## src/rtl/mips_muldiv_unit.sv

```systemverilog
// Multi-cycle multiply/divide unit holding the MIPS HI/LO pair.
// Define MULDIV_FAST_MUL_EN to replace the iterative multiplier with a single-cycle one.
module mips_muldiv_unit #(
  parameter int WIDTH = 32
) (
  input  logic             clk,
  input  logic             reset,
  input  logic             clock_enable,
  input  logic             start,
  input  logic [2:0]       op,
  input  logic [WIDTH-1:0] rs,
  input  logic [WIDTH-1:0] rt,
  output logic             busy,
  output logic             done,
  output logic [WIDTH-1:0] hi,
  output logic [WIDTH-1:0] lo
);

  // state | meaning
  // IDLE  | waiting for start; MTHI/MTLO complete here
  // MUL   | one shift-add step per cycle, WIDTH steps
  // DIV   | one restoring quotient bit per cycle, WIDTH steps
  // FIX   | sign correction, write hi/lo, pulse done

  localparam int CW = $clog2(WIDTH) + 1;

  localparam logic [2:0] OP_MULT  = 3'd0;
  localparam logic [2:0] OP_MULTU = 3'd1;
  localparam logic [2:0] OP_DIV   = 3'd2;
  localparam logic [2:0] OP_DIVU  = 3'd3;
  localparam logic [2:0] OP_MTHI  = 3'd4;
  localparam logic [2:0] OP_MTLO  = 3'd5;

  typedef enum logic [1:0] {S_IDLE, S_MUL, S_DIV, S_FIX} state_t;

  state_t           state;
  logic [CW-1:0]    cnt;
  logic [WIDTH-1:0] acc_hi;
  logic [WIDTH-1:0] acc_lo;
  logic [WIDTH-1:0] opb;
  logic             neg_res;
  logic             neg_rem;
  logic             div_op;
  logic             div_zero;

  logic             signed_op;
  logic [WIDTH-1:0] rs_mag;
  logic [WIDTH-1:0] rt_mag;
  logic [WIDTH:0]   mul_sum;
  logic [WIDTH:0]   div_shift;
  logic             div_ge;
  logic [WIDTH-1:0] div_sub;
  logic [2*WIDTH-1:0] prod_raw;
  logic [2*WIDTH-1:0] prod_neg;
  logic [WIDTH-1:0] fix_hi;
  logic [WIDTH-1:0] fix_lo;

  always_comb begin
    signed_op = (op == OP_MULT) || (op == OP_DIV);
    rs_mag    = (signed_op && rs[WIDTH-1]) ? -rs : rs;
    rt_mag    = (signed_op && rt[WIDTH-1]) ? -rt : rt;

    mul_sum   = {1'b0, acc_hi} + (acc_lo[0] ? {1'b0, opb} : '0);

    // the partial remainder is always below the divisor, so a WIDTH-bit subtract suffices
    div_shift = {acc_hi, acc_lo[WIDTH-1]};
    div_ge    = (div_shift >= {1'b0, opb});
    div_sub   = div_shift[WIDTH-1:0] - opb;

    prod_raw  = {acc_hi, acc_lo};
    prod_neg  = -prod_raw;

    if (div_op) begin
      fix_lo = div_zero ? '1 : (neg_res ? -acc_lo : acc_lo);
      fix_hi = neg_rem ? -acc_hi : acc_hi;
    end else begin
      {fix_hi, fix_lo} = neg_res ? prod_neg : prod_raw;
    end
  end

`ifdef MULDIV_FAST_MUL_EN
  logic [2*WIDTH-1:0] fast_prod;

  always_comb begin
    if (op == OP_MULT)
      fast_prod = {{WIDTH{rs[WIDTH-1]}}, rs} * {{WIDTH{rt[WIDTH-1]}}, rt};
    else
      fast_prod = {{WIDTH{1'b0}}, rs} * {{WIDTH{1'b0}}, rt};
  end
`endif

  always_ff @(posedge clk) begin
    if (reset) begin
      state    <= S_IDLE;
      cnt      <= '0;
      acc_hi   <= '0;
      acc_lo   <= '0;
      opb      <= '0;
      neg_res  <= 1'b0;
      neg_rem  <= 1'b0;
      div_op   <= 1'b0;
      div_zero <= 1'b0;
      busy     <= 1'b0;
      done     <= 1'b0;
      hi       <= '0;
      lo       <= '0;
    end else if (clock_enable) begin
      done <= 1'b0;
      case (state)
        S_IDLE: begin
          if (start) begin
            case (op)
              OP_MTHI: hi <= rs;
              OP_MTLO: lo <= rs;
              OP_MULT, OP_MULTU: begin
`ifdef MULDIV_FAST_MUL_EN
                {hi, lo} <= fast_prod;
                done     <= 1'b1;
`else
                state    <= S_MUL;
                busy     <= 1'b1;
                cnt      <= CW'(WIDTH - 1);
                acc_hi   <= '0;
                acc_lo   <= rt_mag;
                opb      <= rs_mag;
                neg_res  <= signed_op & (rs[WIDTH-1] ^ rt[WIDTH-1]);
                neg_rem  <= 1'b0;
                div_op   <= 1'b0;
                div_zero <= 1'b0;
`endif
              end
              OP_DIV, OP_DIVU: begin
                state    <= S_DIV;
                busy     <= 1'b1;
                cnt      <= CW'(WIDTH - 1);
                acc_hi   <= '0;
                acc_lo   <= rs_mag;
                opb      <= rt_mag;
                neg_res  <= signed_op & (rs[WIDTH-1] ^ rt[WIDTH-1]);
                neg_rem  <= signed_op & rs[WIDTH-1];
                div_op   <= 1'b1;
                div_zero <= (rt == '0);
              end
              default: ;
            endcase
          end
        end
        S_MUL: begin
          acc_hi <= mul_sum[WIDTH:1];
          acc_lo <= {mul_sum[0], acc_lo[WIDTH-1:1]};
          if (cnt == '0) state <= S_FIX;
          else           cnt   <= cnt - 1'b1;
        end
        S_DIV: begin
          if (div_ge) begin
            acc_hi <= div_sub;
            acc_lo <= {acc_lo[WIDTH-2:0], 1'b1};
          end else begin
            acc_hi <= div_shift[WIDTH-1:0];
            acc_lo <= {acc_lo[WIDTH-2:0], 1'b0};
          end
          if (cnt == '0) state <= S_FIX;
          else           cnt   <= cnt - 1'b1;
        end
        S_FIX: begin
          hi    <= fix_hi;
          lo    <= fix_lo;
          done  <= 1'b1;
          busy  <= 1'b0;
          state <= S_IDLE;
        end
        default: state <= S_IDLE;
      endcase
    end
  end

endmodule

```

## config.mk

```make
export PLATFORM = sky130hd
export DESIGN_NAME = mips_muldiv_unit
export DESIGN_NICKNAME = d
export VERILOG_FILES = /design/src/rtl/mips_muldiv_unit.sv
export SDC_FILE = /design/constraint.sdc
export NUM_CORES = 1
export LEC_CHECK = 0
export CAP_MARGIN = 25
export CORE_UTILIZATION = 49
export CTS_CLUSTER_DIAMETER = 40
export DETAILED_ROUTE_END_ITERATION = 7
export DONT_BUFFER_PORTS = 1
export HOLD_SLACK_MARGIN = 0.03
export PLACE_DENSITY_LB_ADDON = 0.3
export SYNTH_ARGS = -nofsm -noshare
export SYNTH_HDL_FRONTEND = slang
export SYNTH_SLANG_ARGS = --single-unit
```

## constraint.sdc

```tcl
create_clock -name clk -period 4 [get_ports clk]
set_clock_uncertainty 0.15 [all_clocks]
set_input_delay 1 -clock clk [delete_from_list [all_inputs] [get_ports clk]]
set_output_delay 1 -clock clk [all_outputs]
set_load 0.01 [all_outputs]
```

**Word-level counts from Yosys, hierarchy flattened**

Index checks and enable logic that the tools add are counted.

- Bitwise gates (word level): 3
- Add/sub/neg operators: 8
- Equal/unequal tests: 15
- Reductions and logical operators: 24
- Muxes and demuxes: 39
- $lt $le $gt $ge: 1

Operator list:

| operator | number |
|---|---|
| 32-bit 2-to-1 mux | 16 |
| 32-bit case mux with 2 select lines | 4 |
| 32-bit case mux with 3 select lines | 2 |
| 32-bit negation | 4 |
| 64-bit 2-to-1 mux | 1 |
| 64-bit negation | 1 |
| 32-bit by 32-bit adder with 33-bit output | 1 |
| 33-bit by 32-bit >= comparator with 1-bit output | 1 |
| 32-bit logical NOT | 1 |
| 4-bit AND reduction | 8 |
| 32-bit subtractor | 1 |
| 6-bit 2-to-1 mux | 3 |
| 6-bit case mux with 2 select lines | 1 |
| 1-bit case mux with 2 select lines | 4 |
| 3-bit by 2-bit == test with 1-bit output, second input constant | 2 |
| 3-bit == test, second input constant | 2 |
| 6-bit logical NOT | 1 |
| 2-bit by 1-bit != test with 1-bit output, second input constant | 3 |
| 2-bit != test, second input constant | 3 |
| 2-bit case mux with 3 select lines | 1 |
| 2-bit nonzero test | 3 |
| 2-bit OR reduction | 3 |
| 6-bit by 1-bit subtractor with 6-bit output, second input constant | 1 |
| 5-bit AND reduction | 1 |
| other kinds (15) | 22 |

- Output and inout bits: 66
- Register bits after elaboration: 174
- Word-level logic and storage cells: 103
- Input port bits: 71

**Logic depth before layout (Yosys ltp)**

- Word-level depth: 7
- Gate-level depth with buffers: 15
- Mapped depth without buffers: 14

**Least setup slack after synthesis**

No wires, ideal clock.

- Path type: reg-to-reg
- Start point: reg acc_lo[0]
- End point: reg acc_hi[21]
- Setup slack: 0.460 ns
- Setup time: 0.122 ns
- Data arrival time: 3.268 ns
- Path buffers: 1
- Cell stages (with the launch flop): 14
- Clock period less this slack: 3.540 ns
- Required time: 3.728 ns
- Cells stage by stage: dfxtp_1 > inv_1 > buf_1 > nor2_1 > fa_1 > a211oi_1 > nor4b_1 > a211o_1 > o41ai_2 > a21oi_1 > a311oi_1 > xor2_1 > nor2_1 > a221o_1

- Cells in the longest elaborated chain, start to end: 3

Ends and longest elaborated chain:

| element | RTL line | RTL |
|---|---|---|
| from (decl) | 39 | `logic [WIDTH-1:0] acc_lo;` |
| from (signal assigned) | 124 | `acc_lo <= rt_mag;` |
| from (signal assigned) | 137 | `acc_lo <= rs_mag;` |
| from (signal assigned) | 150 | `acc_lo <= {mul_sum[0], acc_lo[WIDTH-1:1]};` |
| 32-bit 2-to-1 mux | 63 | `mul_sum = {1'b0, acc_hi} + (acc_lo[0] ? {1'b0, opb} : '0);` |
| 32-bit by 32-bit adder with 33-bit output | 63 |  |
| 32-bit case mux with 3 select lines | 109 | `case (state)` |
| to (signal assigned) | 149 | `acc_hi <= mul_sum[WIDTH:1];` |
| to (signal assigned) | 156 | `acc_hi <= div_sub;` |
| to (signal assigned) | 159 | `acc_hi <= div_shift[WIDTH-1:0];` |
| to (decl) | 38 | `logic [WIDTH-1:0] acc_hi;` |

Every way passes these cells.
A chain may end at the register's enable or synchronous reset.

**Worst setup path after layout**

Ends and elaborated chain as after synthesis.

==> flow_summary.toml <==
[clock_tree]
clk_pin_slew_worst_paths_ps = 90
clk_path_buf_depth = 2
clockRootBuffer = "clkbuf_16"
clk-insertion-delay-late_ps = 460
tritoncts = "yes"
hold_buffers = 0
cts_made_buffers = 17
cts_sinks = 174
cts.htree.levels = 4

[synthesis]
ys.flop_type = "dfxtp_1"
synth_cell_types = 75
synth.ff_latch_count = 174
synth-edff-count = 0
syn_inst = 2142
synth.net_count = 2290
syn_area_um2 = 15000
yosysWarnings = 0
synth_area_per_cell_um2 = 7.01
async_reset_ff_share_pct = 0
yosysSeqAreaShare_pct = 23.2

[critical_path]
arrival_ps = 3910
worstSetupPathType = "flop to flop"
start_kind = "flop"
end_kind = "flop"
worstPathMaxFanout = 6
r2r_slack_ps = 290
crit_required_ps = 4200

[drt]
drt_pass1_iterations = 8
wire_per_inst_um = 23.0
highest_layer = "met4"
drtIter0Drc = 2363
route.detailed.drc = 0
wl_mm = 56.9
dr_wl_met2_mm = 22.6
route.met3.wl_mm = 7.81
num_vias = 16200
wl_met1_mm = 24.3
viasPerCell = 6.56
postRouteAntennaNets = 0

[floorplan]
fp-row-count = 63
io_pins = 137
die_x_um = 177
start_util_pct = 50.3
dieHeight_um = 177
die-area_um2 = 31300
core-area_um2 = 29900

[placed_design]
gp_congestion = 1.02
dp_hpwl_mm = 44.3
placedInstanceArea_um2 = 15400
io_buffers = 0

[status]
outcome = "completed"

[layout]
layout_common_cells = "a21oi_1 (269), nor2_1 (251), nand2_1 (251), dfxtp_1 (174), o21ai_0 (154)"
final_common_cell = "a21oi_1"
antenna_cells = 0
drive_above_1_share_pct = 6.15
syn2layout_area_growth_pct = 6.87
fillers = 2899
nNetsFinal = 2217
finalInstanceArea_um2 = 16000

[power_and_ir_drop]
ir_drop_uv = 282
p_leak_nw = 6.16
power_density_nw_per_um2 = 391

[timing]
period_minus_slack_ps = 3710
rsz0062_at_grt = "no"
fin_crit_sh_pct = 92.8
maxSlewViolCount = 0
finalHoldViolCount = 0
setup_viol = 0
worst_pin_slew_ps = 949
setup_tns_ps = 0
fmax_mhz = 269
maxSlewHeadroom_pct = 36.7

[global_routing]
antenna_found_initial = 0
grt_use_total_pct = 35.5
grt_pass1_wl_mm = 84.5
first_global_vias = 14200
grt_max_degree = 147
grt-ovfl-total = 0

[min_path]
hold_path.class = "flop to flop"

[run]
drv_cap = 0
[cell type report]
cell class                      count  area [µm²]  share of cell area [%]
Multi-Input combinational cell   1743       10700                    66.6
Sequential cell                   174        3480                    21.7
Timing Repair Buffer               67         515                    3.21
Tap cell                          390         488                    3.04
Clock buffer                       17         425                    2.65
Inverter                           66         248                    1.54
Clock inverter                     15         204                    1.27
[routing by layer]
layer / track usage (%) / vias to the layer above
met3: 10.0 / 120
met1: 50.8 / 7536
met5: 0 / -
met4: 13.4 / 0
li1: - / 7511
met2: 49.5 / 1039
[synth_stat cells, drive strengths merged (7+ instances only)]
library cell / number / area (µm²)
nor2: 253 / 957
a31oi: 15 / 93.8
or3: 13 / 86.3
dfxtp: 174 / 3480
xnor2: 113 / 990
ha: 75 / 938
xor2: 68 / 596
o41ai: 12 / 120
buf: 18 / 91.3
and3: 11 / 68.8
nand3: 34 / 170
o21ai: 154 / 771
nor3: 39 / 200
a21o: 29 / 218
nand2: 252 / 948
a211o: 7 / 61.3
clkbuf: 141 / 529
and2: 15 / 93.8
nor2b: 15 / 93.8
mux2i: 19 / 190
or2: 11 / 68.8
nor4: 17 / 106
nand4: 16 / 100
o211ai: 43 / 323
a22oi: 33 / 248
o221ai: 18 / 158
a22o: 16 / 140
nand2b: 18 / 113
or4: 12 / 93.8
a21oi: 271 / 1360
o31ai: 24 / 180
inv: 66 / 248
a211oi: 65 / 488
[worst max-delay path, cell delays in order, from the launching register on]
cell,delay [ps]
dfxtp_1,390
and2_1,190
ha_1,220
fa_1,440
a211oi_2,330
nor4b_1,110
a211o_1,290
o41ai_2,340
a21oi_1,170
a311oi_1,320
buf_4,180
xor2_1,150
nor2_1,50
a221o_1,270
[kinds of logic (layout without fill, tap and decap cells)]
kind of cell	after synthesis	in the layout	share of synthesized area, %
fa+ha+maj	77	77	6.52
flops	174	174	23.2
simple gates	727	727	21.9
mux	21	21	1.44
buf+inv	225	165	5.78
xor+xnor	181	181	10.6
compound gates	737	737	30.6
[power by group]
| part | switching, W | internal, W |
|---|---|---|
| Sequential | 0.000190 | 0.00188 |
| Combinational | 0.00158 | 0.000855 |
| Clock | 0.000909 | 0.000867 |
[metrics by stage]
| step | total power [W] | cells | utilization, % | setup slack, ps | hold slack, ps |
|---|---|---|---|---|---|
| finish | 0.00628 | 2472 | 53.7 | 289 | 304 |
| global placement | 0.00443 | 2440 | 51.6 | 356 | 286 |
| global route | 0.00656 | 2472 | 53.7 | 74.6 | 313 |
| CTS | 0.00620 | 2472 | 53.7 | 272 | 300 |
| detailed placement | 0.00445 | 2440 | 51.6 | 258 | 287 |
| floorplan | 0.00381 | 2142 | - | 460 | 282 |
[timing repair]
| action | 4_1_cts | 5_1_grt |
|---|---|---|
| resized for setup | 0 | 1 |
| setup endpoints to repair | 0 | 1 |
| buffers inserted | 0 | 0 |
[worst paths after layout]
path / from / to / depth (start not counted)
worst max-delay path: acc_lo[0] / acc_hi[21] / 13
worst min-delay path: opb[10] / opb[10] / 2
worst max register to register: acc_lo[0] / acc_hi[21] / 13
worst min register to register: opb[10] / opb[10] / 2
[state kept, by name, summed over array words and instances, names as in the netlist]
| name | count |
|---|---|
| acc_hi | 32 |
| acc_lo | 32 |
| busy | 1 |
| cnt | 6 |
| div_op | 1 |
| div_zero | 1 |
| done | 1 |
| hi | 32 |
| lo | 32 |
| neg_rem | 1 |
| neg_res | 1 |
| opb | 32 |
| state | 2 |
(Power assumes the default switching activity.)
